==> config.mk <==
export PLATFORM = sky130hd
export DESIGN_NAME = exp_flt_mch
export DESIGN_NICKNAME = d
export VERILOG_FILES = /design/src/rtl/exp_flt_mch_pkg.sv /design/src/rtl/exp_flt_core.sv /design/src/rtl/exp_flt_mch.sv
export SDC_FILE = /design/constraint.sdc
export NUM_CORES = 1
export LEC_CHECK = 0
export BUFFER_PORTS_ARGS = -buffer_cell sky130_fd_sc_hd__buf_2
export CORE_UTILIZATION = 59
export CTS_BUF_LIST = sky130_fd_sc_hd__clkbuf_4 sky130_fd_sc_hd__clkbuf_8 sky130_fd_sc_hd__clkbuf_16
export CTS_CLUSTER_DIAMETER = 50
export CTS_CLUSTER_SIZE = 8
export DETAILED_ROUTE_END_ITERATION = 8
export GPL_TIMING_DRIVEN = 0
export PLACE_DENSITY = 0.8
export SYNTH_ARGS = -nofsm -noshare
export SYNTH_HDL_FRONTEND = slang
export SYNTH_HIERARCHICAL = 1
export SYNTH_SLANG_ARGS = --single-unit
==> constraint.sdc <==
create_clock -name clk -period 8.4 [get_ports clk]
set_clock_uncertainty 0.05 [all_clocks]
set_input_delay 0 -clock clk [delete_from_list [all_inputs] [get_ports clk]]
set_output_delay 0 -clock clk [all_outputs]
set_load 0.005 [all_outputs]
==> src/rtl/exp_flt_mch_pkg.sv <==
// exp_flt_mch_pkg
// Shared defaults and types for the multi-channel exponential low-pass filter.
// The localparams here are the single source of truth for the default build:
//   ADC_N      channel count
//   ADC_W      ADC sample width (unsigned offset-binary)
//   ADC_H      ADC mid-scale offset, 2^(ADC_W-1)
//   EXP_FLT_W  signed filter state / output width
//   EXP_FLT_A  unsigned coefficient width (A = coef_a / 2^EXP_FLT_A)
package exp_flt_mch_pkg;

  localparam int ADC_N     = 2;
  localparam int ADC_W     = 12;
  localparam int ADC_H     = 1 << (ADC_W - 1);
  localparam int EXP_FLT_W = 18;
  localparam int EXP_FLT_A = 18;

  typedef enum logic [1:0] {
    ST_IDLE,
    ST_MUL,
    ST_ACC
  } flt_state_t;

  // Runtime configuration sampled at frame capture.
  typedef struct packed {
    logic [EXP_FLT_W-1:0] coef_a;
    logic                 bypass;
  } exp_flt_cfg_t;

  // Packed frame types at the default parameters, channel 0 in the LSBs.
  typedef logic [ADC_N*ADC_W-1:0]     adc_data_t;
  typedef logic [ADC_N*EXP_FLT_W-1:0] flt_data_t;

  // Width of a channel index; at least one bit so a single-channel build works.
  function automatic int ch_bits(input int n);
    return (n > 1) ? $clog2(n) : 1;
  endfunction

endpackage

==> src/rtl/exp_flt_core.sv <==
// exp_flt_core
// Arithmetic slot shared by all channels of exp_flt_mch.
//   d     = x - y                         (combinational, OUT_W+1 bits)
//   p_reg = d * coef                      (registered when mul_en)
//   y_acc = y + ((p_reg + 2^(COEF_W-1)) >>> COEF_W)   (round half up)
// Ports:
//   clk, rstn  clock and asynchronous active-low reset
//   mul_en     load the product register (MUL step of the owning FSM)
//   x, y       input sample and current state of the selected channel
//   coef       unsigned coefficient
//   y_acc      updated state for the selected channel
module exp_flt_core
  import exp_flt_mch_pkg::*;
#(
  parameter int OUT_W  = EXP_FLT_W,
  parameter int COEF_W = EXP_FLT_A
) (
  input  logic                     clk,
  input  logic                     rstn,
  input  logic                     mul_en,
  input  logic signed [OUT_W-1:0]  x,
  input  logic signed [OUT_W-1:0]  y,
  input  logic        [COEF_W-1:0] coef,
  output logic signed [OUT_W-1:0]  y_acc
);

  localparam int D_W = OUT_W + 1;
  localparam int P_W = OUT_W + COEF_W + 1;
  localparam logic signed [P_W-1:0] HALF = P_W'(1) << (COEF_W - 1);

  logic signed [D_W-1:0] d;
  logic signed [P_W-1:0] p_next;
  logic signed [P_W-1:0] p_reg;
  logic signed [P_W-1:0] p_rnd;
  logic signed [D_W-1:0] sum;
  logic                  unused_bits;

  assign d = D_W'(x) - D_W'(y);

  // |d| < 2^OUT_W and coef < 2^COEF_W, so the product fits in P_W bits.
  assign p_next = P_W'(d) * P_W'($signed({1'b0, coef}));

  always_ff @(posedge clk or negedge rstn) begin
    if (!rstn) begin
      p_reg <= '0;
    end else if (mul_en) begin
      p_reg <= p_next;
    end
  end

  // The top D_W bits of the rounded product are the arithmetic shift by COEF_W.
  assign p_rnd = p_reg + HALF;
  assign sum   = D_W'(y) + p_rnd[P_W-1:COEF_W];

  // The step never carries y outside [old y, x], so the result fits in OUT_W.
  assign y_acc       = sum[OUT_W-1:0];
  assign unused_bits = ^{sum[OUT_W], p_rnd[COEF_W-1:0]};

endmodule

==> src/rtl/exp_flt_mch.sv <==
// exp_flt_mch
// Multi-channel first-order exponential low-pass filter, y += A*(x - y), with
// one time-shared multiplier. Each frame walks MUL/ACC once per channel.
// Ports:
//   clk, rstn  clock and asynchronous active-low reset
//   ce         clock enable for the FSM, product and state registers
//   init       synchronous clear of y, ovr and the FSM (highest priority)
//   coef_a     coefficient, sampled at frame capture
//   bypass     sampled at capture; frame loads y = x directly
//   in_data    packed offset-binary samples, channel 0 in the LSBs
//   in_val     frame valid pulse
//   out_data   packed signed filter states (live y registers)
//   out_val    one-cycle frame-done pulse
//   busy       high from capture until the final ACC
//   ovr        sticky overrun (frame offered while busy)
module exp_flt_mch
  import exp_flt_mch_pkg::*;
#(
  parameter int N_CH          = ADC_N,
  parameter int IN_W          = ADC_W,
  parameter int OUT_W         = EXP_FLT_W,
  parameter int COEF_W        = EXP_FLT_A,
  parameter int PRELOAD_FIRST = 0
) (
  input  logic                   clk,
  input  logic                   rstn,
  input  logic                   ce,
  input  logic                   init,
  input  logic [COEF_W-1:0]      coef_a,
  input  logic                   bypass,
  input  logic [N_CH*IN_W-1:0]   in_data,
  input  logic                   in_val,
  output logic [N_CH*OUT_W-1:0]  out_data,
  output logic                   out_val,
  output logic                   busy,
  output logic                   ovr
);

  localparam int              CH_W    = ch_bits(N_CH);
  localparam logic [CH_W-1:0] LAST_CH = CH_W'(N_CH - 1);

  flt_state_t              state_reg, state_next;
  logic [CH_W-1:0]         ch_reg;
  logic [COEF_W-1:0]       coef_reg;
  logic                    bypass_reg;
  logic                    first_reg;
  logic                    out_val_reg;
  logic                    busy_reg;
  logic                    ovr_reg;

  logic                    capture, mul_en, acc_en, last_acc, load_direct;
  logic signed [OUT_W-1:0] x_bank [N_CH];
  logic signed [OUT_W-1:0] y_bank [N_CH];
  logic signed [OUT_W-1:0] x_cur, y_cur, y_acc;

  always_ff @(posedge clk or negedge rstn) begin
    if (!rstn) begin
      state_reg <= ST_IDLE;
    end else begin
      state_reg <= state_next;
    end
  end

  always_comb begin
    state_next = state_reg;
    capture    = 1'b0;
    mul_en     = 1'b0;
    acc_en     = 1'b0;
    last_acc   = 1'b0;
    if (ce) begin
      case (state_reg)
        ST_IDLE: begin
          if (in_val) begin
            capture    = 1'b1;
            state_next = ST_MUL;
          end
        end
        ST_MUL: begin
          mul_en     = 1'b1;
          state_next = ST_ACC;
        end
        ST_ACC: begin
          acc_en = 1'b1;
          if (ch_reg == LAST_CH) begin
            last_acc   = 1'b1;
            state_next = ST_IDLE;
          end else begin
            state_next = ST_MUL;
          end
        end
        default: state_next = ST_IDLE;
      endcase
    end
    // init aborts any frame and swallows a coincident in_val.
    if (init) begin
      state_next = ST_IDLE;
      capture    = 1'b0;
      mul_en     = 1'b0;
      acc_en     = 1'b0;
      last_acc   = 1'b0;
    end
  end

  always_ff @(posedge clk or negedge rstn) begin
    if (!rstn) begin
      ch_reg      <= '0;
      coef_reg    <= '0;
      bypass_reg  <= 1'b0;
      first_reg   <= 1'b1;
      out_val_reg <= 1'b0;
      busy_reg    <= 1'b0;
      ovr_reg     <= 1'b0;
    end else begin
      // out_val is a pulse: it drops on the next clk whatever ce does.
      out_val_reg <= 1'b0;
      if (init) begin
        ch_reg    <= '0;
        busy_reg  <= 1'b0;
        ovr_reg   <= 1'b0;
        first_reg <= 1'b1;
      end else begin
        // busy is still high during the final ACC, so a frame offered then
        // is dropped as an overrun too.
        if (in_val && busy_reg) begin
          ovr_reg <= 1'b1;
        end
        if (capture) begin
          coef_reg   <= coef_a;
          bypass_reg <= bypass;
          ch_reg     <= '0;
          busy_reg   <= 1'b1;
        end
        if (acc_en) begin
          if (last_acc) begin
            out_val_reg <= 1'b1;
            busy_reg    <= 1'b0;
            first_reg   <= 1'b0;
          end else begin
            ch_reg <= ch_reg + CH_W'(1);
          end
        end
      end
    end
  end

  assign load_direct = bypass_reg || ((PRELOAD_FIRST != 0) && first_reg);

  generate
    for (genvar gi = 0; gi < N_CH; gi++) begin : g_ch
      logic signed [OUT_W-1:0] x_s;
      logic signed [OUT_W-1:0] x_reg;
      logic signed [OUT_W-1:0] y_reg;

      // Offset-binary to two's complement is an MSB flip; then left-align.
      assign x_s = {~in_data[gi*IN_W + IN_W - 1], in_data[gi*IN_W +: IN_W - 1],
                    {(OUT_W - IN_W){1'b0}}};

      always_ff @(posedge clk or negedge rstn) begin
        if (!rstn) begin
          x_reg <= '0;
          y_reg <= '0;
        end else begin
          if (capture) begin
            x_reg <= x_s;
          end
          if (init) begin
            y_reg <= '0;
          end else if (acc_en && (ch_reg == CH_W'(gi))) begin
            y_reg <= load_direct ? x_reg : y_acc;
          end
        end
      end

      assign x_bank[gi]                  = x_reg;
      assign y_bank[gi]                  = y_reg;
      assign out_data[gi*OUT_W +: OUT_W] = y_reg;
    end
  endgenerate

  assign x_cur = x_bank[ch_reg];
  assign y_cur = y_bank[ch_reg];

  exp_flt_core #(
    .OUT_W  (OUT_W),
    .COEF_W (COEF_W)
  ) u_core (
    .clk    (clk),
    .rstn   (rstn),
    .mul_en (mul_en),
    .x      (x_cur),
    .y      (y_cur),
    .coef   (coef_reg),
    .y_acc  (y_acc)
  );

  assign out_val = out_val_reg;
  assign busy    = busy_reg;
  assign ovr     = ovr_reg;

endmodule

After elaboration in Yosys (flattened, before gate mapping). Cells that the tools add are included.

Add/sub/neg operators: 4. Multiply operators: 1. Divide/modulo/power cells: 0. $lt $le $gt $ge: 1. Eq/ne operators: 3. Shift-type cells: 0. Muxes and demuxes: 44. Bitwise operators: 5. Reductions and logical operators: 10.

Operators by type and width (count): 18-bit two-way mux (12); 36-bit by 19-bit adder with 36-bit output (second input constant) (1); 19-bit by 19-bit multiplier with 36-bit output (1); 1-bit two-way mux (28); 18-bit by 18-bit subtractor with 19-bit output (1); 18-bit adder (1); 2-bit nonzero test (4); 2-bit two-way mux (3); 2-bit case mux with 3 select lines (1); 1-bit NOT (4); 2-bit AND reduction (2); 1-bit logical AND (3); 3-bit != test (second input constant) (1); 2-bit by 1-bit == test with 1-bit output (second input constant) (1); 2-bit == test (second input constant) (1); 2-bit greater-or-equal comparator (second input constant) (1); 2-bit logical NOT (1); 1-bit NOT with 2-bit output (1); 1-bit adder (second input constant) (1).

Register bits after elaboration: 121. Bits in latches: 0. RAM bits: 0. ROM bits: 0. Bits of input ports: 48. Output and inout port bits: 39. Word-level logic and storage cells: 80. Memories: 0.

Logic depth before layout (Yosys ltp). Gate-level depths: netlist of the first run.

Depth in word-level cells: 8. Mapped depth: 40. Gate-level depth less buffers: 37.

Cells and area by module. Netlist of the first run, hierarchy kept.

Modules (own cells, without submodules): exp_flt_core (instances 1, cells each 1735, area an instance 15178.3 sq um, seq. area each 475.5 sq um); exp_flt_mch (instances 1, cells each 350, area an instance 4184.0 sq um, seq. area each 2127.0 sq um).

Worst setup path before layout of the first run. Ideal clock, no wire load.

Kind: register to register. Start: reg ch_reg. End: reg u_core.p_reg[34]. Arrival: 9067 ps. Required time: 8225 ps. Path slack: -841 ps. Cell stages (with the launch flop): 40. Buffers on the path: 3. Period minus slack after synthesis: 9241 ps. Cells stage by stage: dfrtp_1 > buf_2 > buf_2 > mux2_2 > ha_1 > fa_1 > nand2b_1 > a21boi_2 > o21ai_0 > a21oi_1 > o21ai_1 > a21oi_1 > o21ai_1 > a21o_1 > a31oi_1 > xor2_1 > buf_2 > and2_1 > [4 not listed] > inv_1 > fa_1 > fa_1 > inv_1 > fa_1 > inv_1 > ha_1 > nand2_1 > or3_1 > o22a_1 > o21ai_2 > o211ai_2 > o21ai_2 > a211oi_4 > o2111ai_4 > a21oi_1 > xnor2_1 > mux2_2.

Longest elaborated chain between the ends: 6. Elaborated cells between the ends (all ways): 9. Those cells by class: 1 x add/sub; 1 x mul; 6 x mux; 1 x bitwise.

Ends and longest elaborated chain: start, declared (line exp_flt_mch.sv:43) `logic [CH_W-1:0] ch_reg;`; start signal, assigned (line exp_flt_mch.sv:139) `ch_reg <= ch_reg + CH_W'(1);`; 1-bit NOT with 2-bit output (implied by the code) (line exp_flt_mch.sv:181) `assign y_cur = y_bank[ch_reg];`; 18-bit two-way mux (implied by the code) (3 in a row) (line exp_flt_mch.sv:181); net y_cur[0] (line exp_flt_mch.sv:54) `logic signed [OUT_W-1:0] x_cur, y_cur, y_acc;`; 18-bit by 18-bit subtractor with 19-bit output (line exp_flt_core.sv:38) `assign d = D_W'(x) - D_W'(y);`; 19-bit by 19-bit multiplier with 36-bit output (line exp_flt_core.sv:41) `assign p_next = P_W'(d) * P_W'($signed({1'b0, coef}));`; end signal, assigned (line exp_flt_core.sv:47) `p_reg <= p_next;`; end, declared (line exp_flt_core.sv:33) `logic signed [P_W-1:0] p_reg;`.

The timed path passes the listed nets, and every way through them passes these cells. The select of a mux whose other input is x is not followed. A chain may end at the register's enable or synchronous reset.

Final worst setup path of the first run.
Start: reg ch_reg. End: reg u_core.p_reg[35].

The elaborated chain is that of the path after synthesis.

==> impl_metrics.tcl, run 1 <==
set metrics [dict create \
    fp.coreArea_um2 31880 \
    critPathSlowestCell "fa_1" \
    grt_usage_pct 34.24 \
    num_rows 65 \
    synth.area.top_cells "fa_1 (34%), dfrtp_1 (13%), inv_1 (9.1%), ha_1 (8.5%), and2_1 (5.1%)" \
    worstMarginPinSlew_ns 0.9007 \
    cts_buffer_depth 2 \
    postRouteAntennaNets 0 \
    ys.flop_type "dfrtp_1" \
    fin_crit_sh_pct 111.7 \
    antenna_found_initial 1 \
    portBuffers 85 \
    htree_levels 3 \
    hpwl_mm 42.15 \
    violations "negative setup slack" \
    rsz0062_at_grt "yes" \
    synth_area_um2 19360 \
    num_vias 15650 \
    yosys_warnings 6 \
    synth_edf_count 0 \
    status "complete, but fails checks" \
    synth_cell_type_count 68 \
    dieArea_um2 33550 \
    drv_cap 0 \
    fin_crit_ns 9.382 \
    nNetsFinal 2807 \
    post-place-cells 2612 \
    largest_reg_flops 36 \
    ys_top_cells_by_count "inv_1 (468), fa_1 (328), nand2_1 (184)" \
    clk_latency_ns 0.37 \
    fin_cells 2738 \
    fmax_mhz 106.6 \
    path_max_fanout 5 \
    start_util_pct 60.73 \
    crit_required_ns 8.59 \
    crit_path_max_incr_delay_ns 0.57 \
    setup.worst_path.start_class "flip-flop" \
    grt_pass1_wl_mm 87.46 \
    synth.most_common_cell "inv_1" \
    ios 87 \
    die_x_um 183.2 \
    ys_async_sr_fraction_pct 100.0 \
    ff2ff_path_depth 39 \
    cts_buffers 9 \
    regToRegSetupSlack_ns -0.98 \
    seq_area_frac_synth_pct 13.44 \
    arrival_ns 9.58 \
    worstSetupPathType "reg2reg" \
    synth_area_per_cell_um2 9.286 \
    dr.pass1.iters 6 \
    clock_tree.root_cell "clkbuf_16" \
    cts_tree "yes" \
    die_y_um 183.2 \
    yosys.area.top_type_share_pct 33.91 \
    wl_per_cell_um 20.29 \
    drv_slew 0 \
    grt_pass1_vias 16350 \
    fin_ws_ns -0.9822 \
    worstSetupStartpoint "ch_reg$_DFF_PN0_" \
    synth_seq_cells 104 \
    path_common_cell "fa_1" \
    wirelength_mm 55.56 \
    clkTransAtPathRegs_ns 0.08 \
    via_per_inst 5.717 \
    min_path_type "in2async" \
    yosysTopAreaCell "fa_1" \
    grt_start_max_net_pins 69 \
    area_delta_synth_final_pct 16.10 \
    drive_above_1_share_pct 16.93 \
    r2r_end "u_core/p_reg[35]$_DFFE_PN0P_" \
    hold_viol 0 \
    drt_iter0_drc 1350 \
    crit_end "u_core/p_reg[35]$_DFFE_PN0P_" \
    crit_path_end_kind "flip-flop" \
    cts.sinks 104 \
    drc 0 \
    diodes 0 \
    r2r-start "ch_reg$_DFF_PN0_" \
    setup_viol 19 \
    overflow 0 \
    relSlewSlack_pct 39.52 \
    syn_inst 2085 \
    place.gp.congestion 0.9685 \
]
==> per-stage QoR <==
stage	worst slack [ns]	setup TNS [ns]	hold slack (ns)	utilization, %	instance area, um^2
6_report	-0.9822	-12.22	0.1232	70.51	22480
3_3_place_gp	-1.802	-23.30	0.1287	64.29	20500
5_1_grt	-1.223	-17.03	0.1639	70.51	22480
4_1_cts	-0.9615	-10.22	0.1226	69.24	22070
2_1_floorplan	-0.2090	-0.7494	-0.3456	-	19530
3_5_place_dp	-1.977	-26.69	-0.01900	64.38	20530
==> cells in the final DEF (no fill, tap or decap), types with 9 or more instances in the layout <==
cell type	synthesis	final
inv_1	468	456
fa_1	328	326
nand2_1	184	180
and2_1	158	151
ha_1	132	118
dfrtp_1	104	104
buf_2	10	90
a21oi_1	75	66
clkbuf_1	72	62
nor2b_1	59	57
xnor2_1	63	54
mux2_2	60	51
nand2b_1	48	47
dlygate4sd3_1	0	47
buf_4	2	47
o21ai_0	48	41
mux2_4	31	40
nand3_1	29	29
nor2_1	34	27
mux2i_1	27	26
buf_6	4	20
xor2_1	23	17
o21ai_1	13	13
o21a_1	12	12
inv_2	1	12
a21o_1	11	11
ha_4	0	11
clkbuf_16	0	9
==> metal layers <==
| layer | GRT usage [%] | part of all wire [%] | routed length (um) |
|---|---|---|---|
| met1 | 44.17 | 38 | 21210 |
| met2 | 56.14 | 47 | 26280 |
| met3 | 6.513 | 9.5 | 5255 |
| met4 | 15.63 | 5.1 | 2818 |
| met5 | 0 | 0 | 0 |
==> worst min path at each step <==
stage	end	slack (ns)	cells past startpoint
2_1_floorplan	busy$_DFF_PN0_	-0.35	0
3_3_place_gp	g_ch[1].x_reg[17]$_DFFE_PN0P_	0.13	2
3_5_place_dp	g_ch[0].x_reg[10]$_DFFE_PN0P_	-0.02	1
4_1_cts	coef_reg[15]$_DFFE_PN0P_	0.12	2
5_1_grt	coef_reg[15]$_DFFE_PN0P_	0.16	2
6_report	u_core/p_reg[29]$_DFFE_PN0P_	0.12	2
==> worst max-delay path, delay by kind of cell (launching register included) <==
kind | cells | cell delay [ns]
AO/OA/AOI/OAI | 13 | 2.17
XOR/XNOR | 2 | 0.33
AND/OR/NAND/NOR | 5 | 0.92
adder cells (fa/ha/maj) | 8 | 3.78
multiplexers | 2 | 0.58
buffers and inverters | 9 | 1.00
flip-flops | 1 | 0.42
==> timing repair <==
item / 4_1_cts / 5_1_grt
setup buffers: 40 / 25
resized for setup: 88 / 64
endpoints found under the hold margin: 83 / 0
hold buffers: 47 / 0
cloned: 1 / 0
endpoints found under the setup margin: 19 / 19
pin swaps: 57 / 41
==> final cells by class <==
class / count / area (um^2)
sequential: 104 / 2603
inverter: 469 / 1763
clock buffer: 9 / 225.2
tap: 435 / 544.3
fill: 2372 / 9400
multi-input combinational: 1428 / 15220
timing repair buffer: 197 / 1533
clock inverter: 6 / 73.82
buffer: 90 / 520.5
==> kinds of logic after synthesis <==
family,count (synthesis),synth area share [%]
mux,118,7.289
buf+inv,559,11.21
fa+ha+maj,461,42.49
compound gates,199,6.482
xor+xnor,86,3.890
simple gates,557,15.17
other cells,1,0.01937
flops,104,13.44
Power of run 1 is left out: the tool's default activity adds up to more than one toggle a clock period on the data nets, which glitch-free logic cannot reach.
==> run 2, diff against run 1 <==
--- a/config.mk
+++ b/config.mk
@@ -11,8 +11,7 @@
 export CTS_CLUSTER_DIAMETER = 50
 export CTS_CLUSTER_SIZE = 8
 export DETAILED_ROUTE_END_ITERATION = 8
-export GPL_TIMING_DRIVEN = 0
-export PLACE_DENSITY = 0.8
+export PLACE_DENSITY = 0.76
 export SYNTH_ARGS = -nofsm -noshare
 export SYNTH_HDL_FRONTEND = slang
 export SYNTH_HIERARCHICAL = 1
==> impl_metrics.tcl, run 2 (synthesis gave the netlist of run 1 again) <==
set metrics [dict create \
    setup.worst_path.start_class "flip-flop" \
    regToRegSetupSlack_ns -0.32 \
    drc 0 \
    grt_pass1_vias 16380 \
    grtUsageMet3_pct 4.329 \
    arrival_ns 8.92 \
    crit_buf_inv 6 \
    start_util_pct 60.73 \
    r2r-start "ch_reg$_DFF_PN0_" \
    dieArea_um2 33550 \
    wl_per_cell_um 18.03 \
    cts_buffer_depth 2 \
    path_max_fanout 12 \
    relSlewSlack_pct 16.80 \
    die_y_um 183.2 \
    post-place-cells 2662 \
    critPathSlowestCell "fa_1" \
    crit_required_ns 8.60 \
    portBuffers 86 \
    crit_path_end_kind "flip-flop" \
    fin_crit_sh_pct 103.9 \
    postRouteAntennaNets 0 \
    drt_iter0_drc 905 \
    grt_usage_pct 30.91 \
    drive_above_1_share_pct 18.62 \
    fin_cells 2744 \
    via_per_inst 5.447 \
    drv_slew 0 \
    min_path_type "in2async" \
    fp.coreArea_um2 31880 \
    diodes 0 \
    worstSetupStartpoint "ch_reg$_DFF_PN0_" \
    rsz0062_at_grt "yes" \
    status "complete, but fails checks" \
    crit_path_max_incr_delay_ns 0.56 \
    top_usage_layer "met2" \
    ios 87 \
    grt_start_max_net_pins 68 \
    clkTransAtPathRegs_ns 0.08 \
    path_common_cell "fa_1" \
    met1_usage_pct 38.80 \
    place.gp.congestion 0.9149 \
    clk_latency_ns 0.37 \
    final_common_cell "inv_1" \
    ff2ff_path_depth 35 \
    final_cell_mix "inv_1 (462), fa_1 (326), nand2_1 (182)" \
    num_vias 14950 \
    worstMarginPinSlew_ns 1.239 \
    wirelength_mm 49.49 \
    area_delta_synth_final_pct 16.10 \
    setup_viol 11 \
    die_x_um 183.2 \
    crit_end "u_core/p_reg[34]$_DFFE_PN0P_" \
    nNetsFinal 2812 \
    grt_pass1_wl_mm 80.91 \
    hold_viol 0 \
    worstSetupPathType "reg2reg" \
    dr.pass1.iters 5 \
    fin_crit_ns 8.725 \
    hpwl_mm 38.20 \
    cts_tree "yes" \
    fmax_mhz 114.6 \
    cp.depth 35 \
    htree_levels 3 \
    crit_family "adder cells" \
    fin_setup_tns_ns -2.800 \
    cts_buffers 9 \
    overflow 0 \
    r2r_end "u_core/p_reg[34]$_DFFE_PN0P_" \
    largest_reg_flops 36 \
    use_met2_pct 53.43 \
    antenna_found_initial 0 \
    drv_cap 0 \
    cts.sinks 104 \
    fin_ws_ns -0.3246 \
    clock_tree.root_cell "clkbuf_16" \
    violations "negative setup slack" \
    num_rows 65 \
]
run 2: what timing repair did:
item,4_1_cts,5_1_grt
resized for setup,44,32
buffers inserted,16,5
setup endpoints to repair,12,15
endpoints found under the hold margin,83,0
pin swaps,25,13
hold buffers,46,0
run 2: area by class of cell:
cell class                 instances  area, um^2
inverter                         469        1763
tap                              435       544.3
clock buffer                      10       232.7
multi-input combinational       1428       14990
timing repair buffer             292        2230
sequential                       104        2604
clock inverter                     6       115.1
fill                            2355        9402
run 2: how the worst min path moves through the flow:
stage / from / end / slack [ns] / depth (start not counted)
global route: rstn / coef_reg[11]$_DFFE_PN0P_ / 0.17 / 2
global placement: rstn / coef_reg[15]$_DFFE_PN0P_ / -0.03 / 1
CTS: rstn / coef_reg[11]$_DFFE_PN0P_ / 0.13 / 2
detailed placement: rstn / coef_reg[15]$_DFFE_PN0P_ / -0.02 / 1
finish: rstn / coef_reg[14]$_DFFE_PN0P_ / 0.13 / 2
floorplan: rstn / busy$_DFF_PN0_ / -0.35 / 0
run 2: through the flow:
step,instance area [um^2],setup slack [ns],hold WS [ns],utilization (%)
2_1_floorplan,19530,-0.2090,-0.3456,-
3_5_place_dp,21190,-0.5899,-0.01992,66.46
5_1_grt,22480,-0.6918,0.1736,70.51
3_3_place_gp,21190,-0.3624,-0.03116,66.46
4_1_cts,22290,-0.3875,0.1313,69.92
6_report,22480,-0.3246,0.1305,70.51
run 2: layer usage:
metal  vias up  share of wire, %
met5         -                 0
met3       150               5.6
li1       6739                 -
met2       508                49
met1      7550                41
met4         0               4.3
Power of run 2 is left out for the same reason.
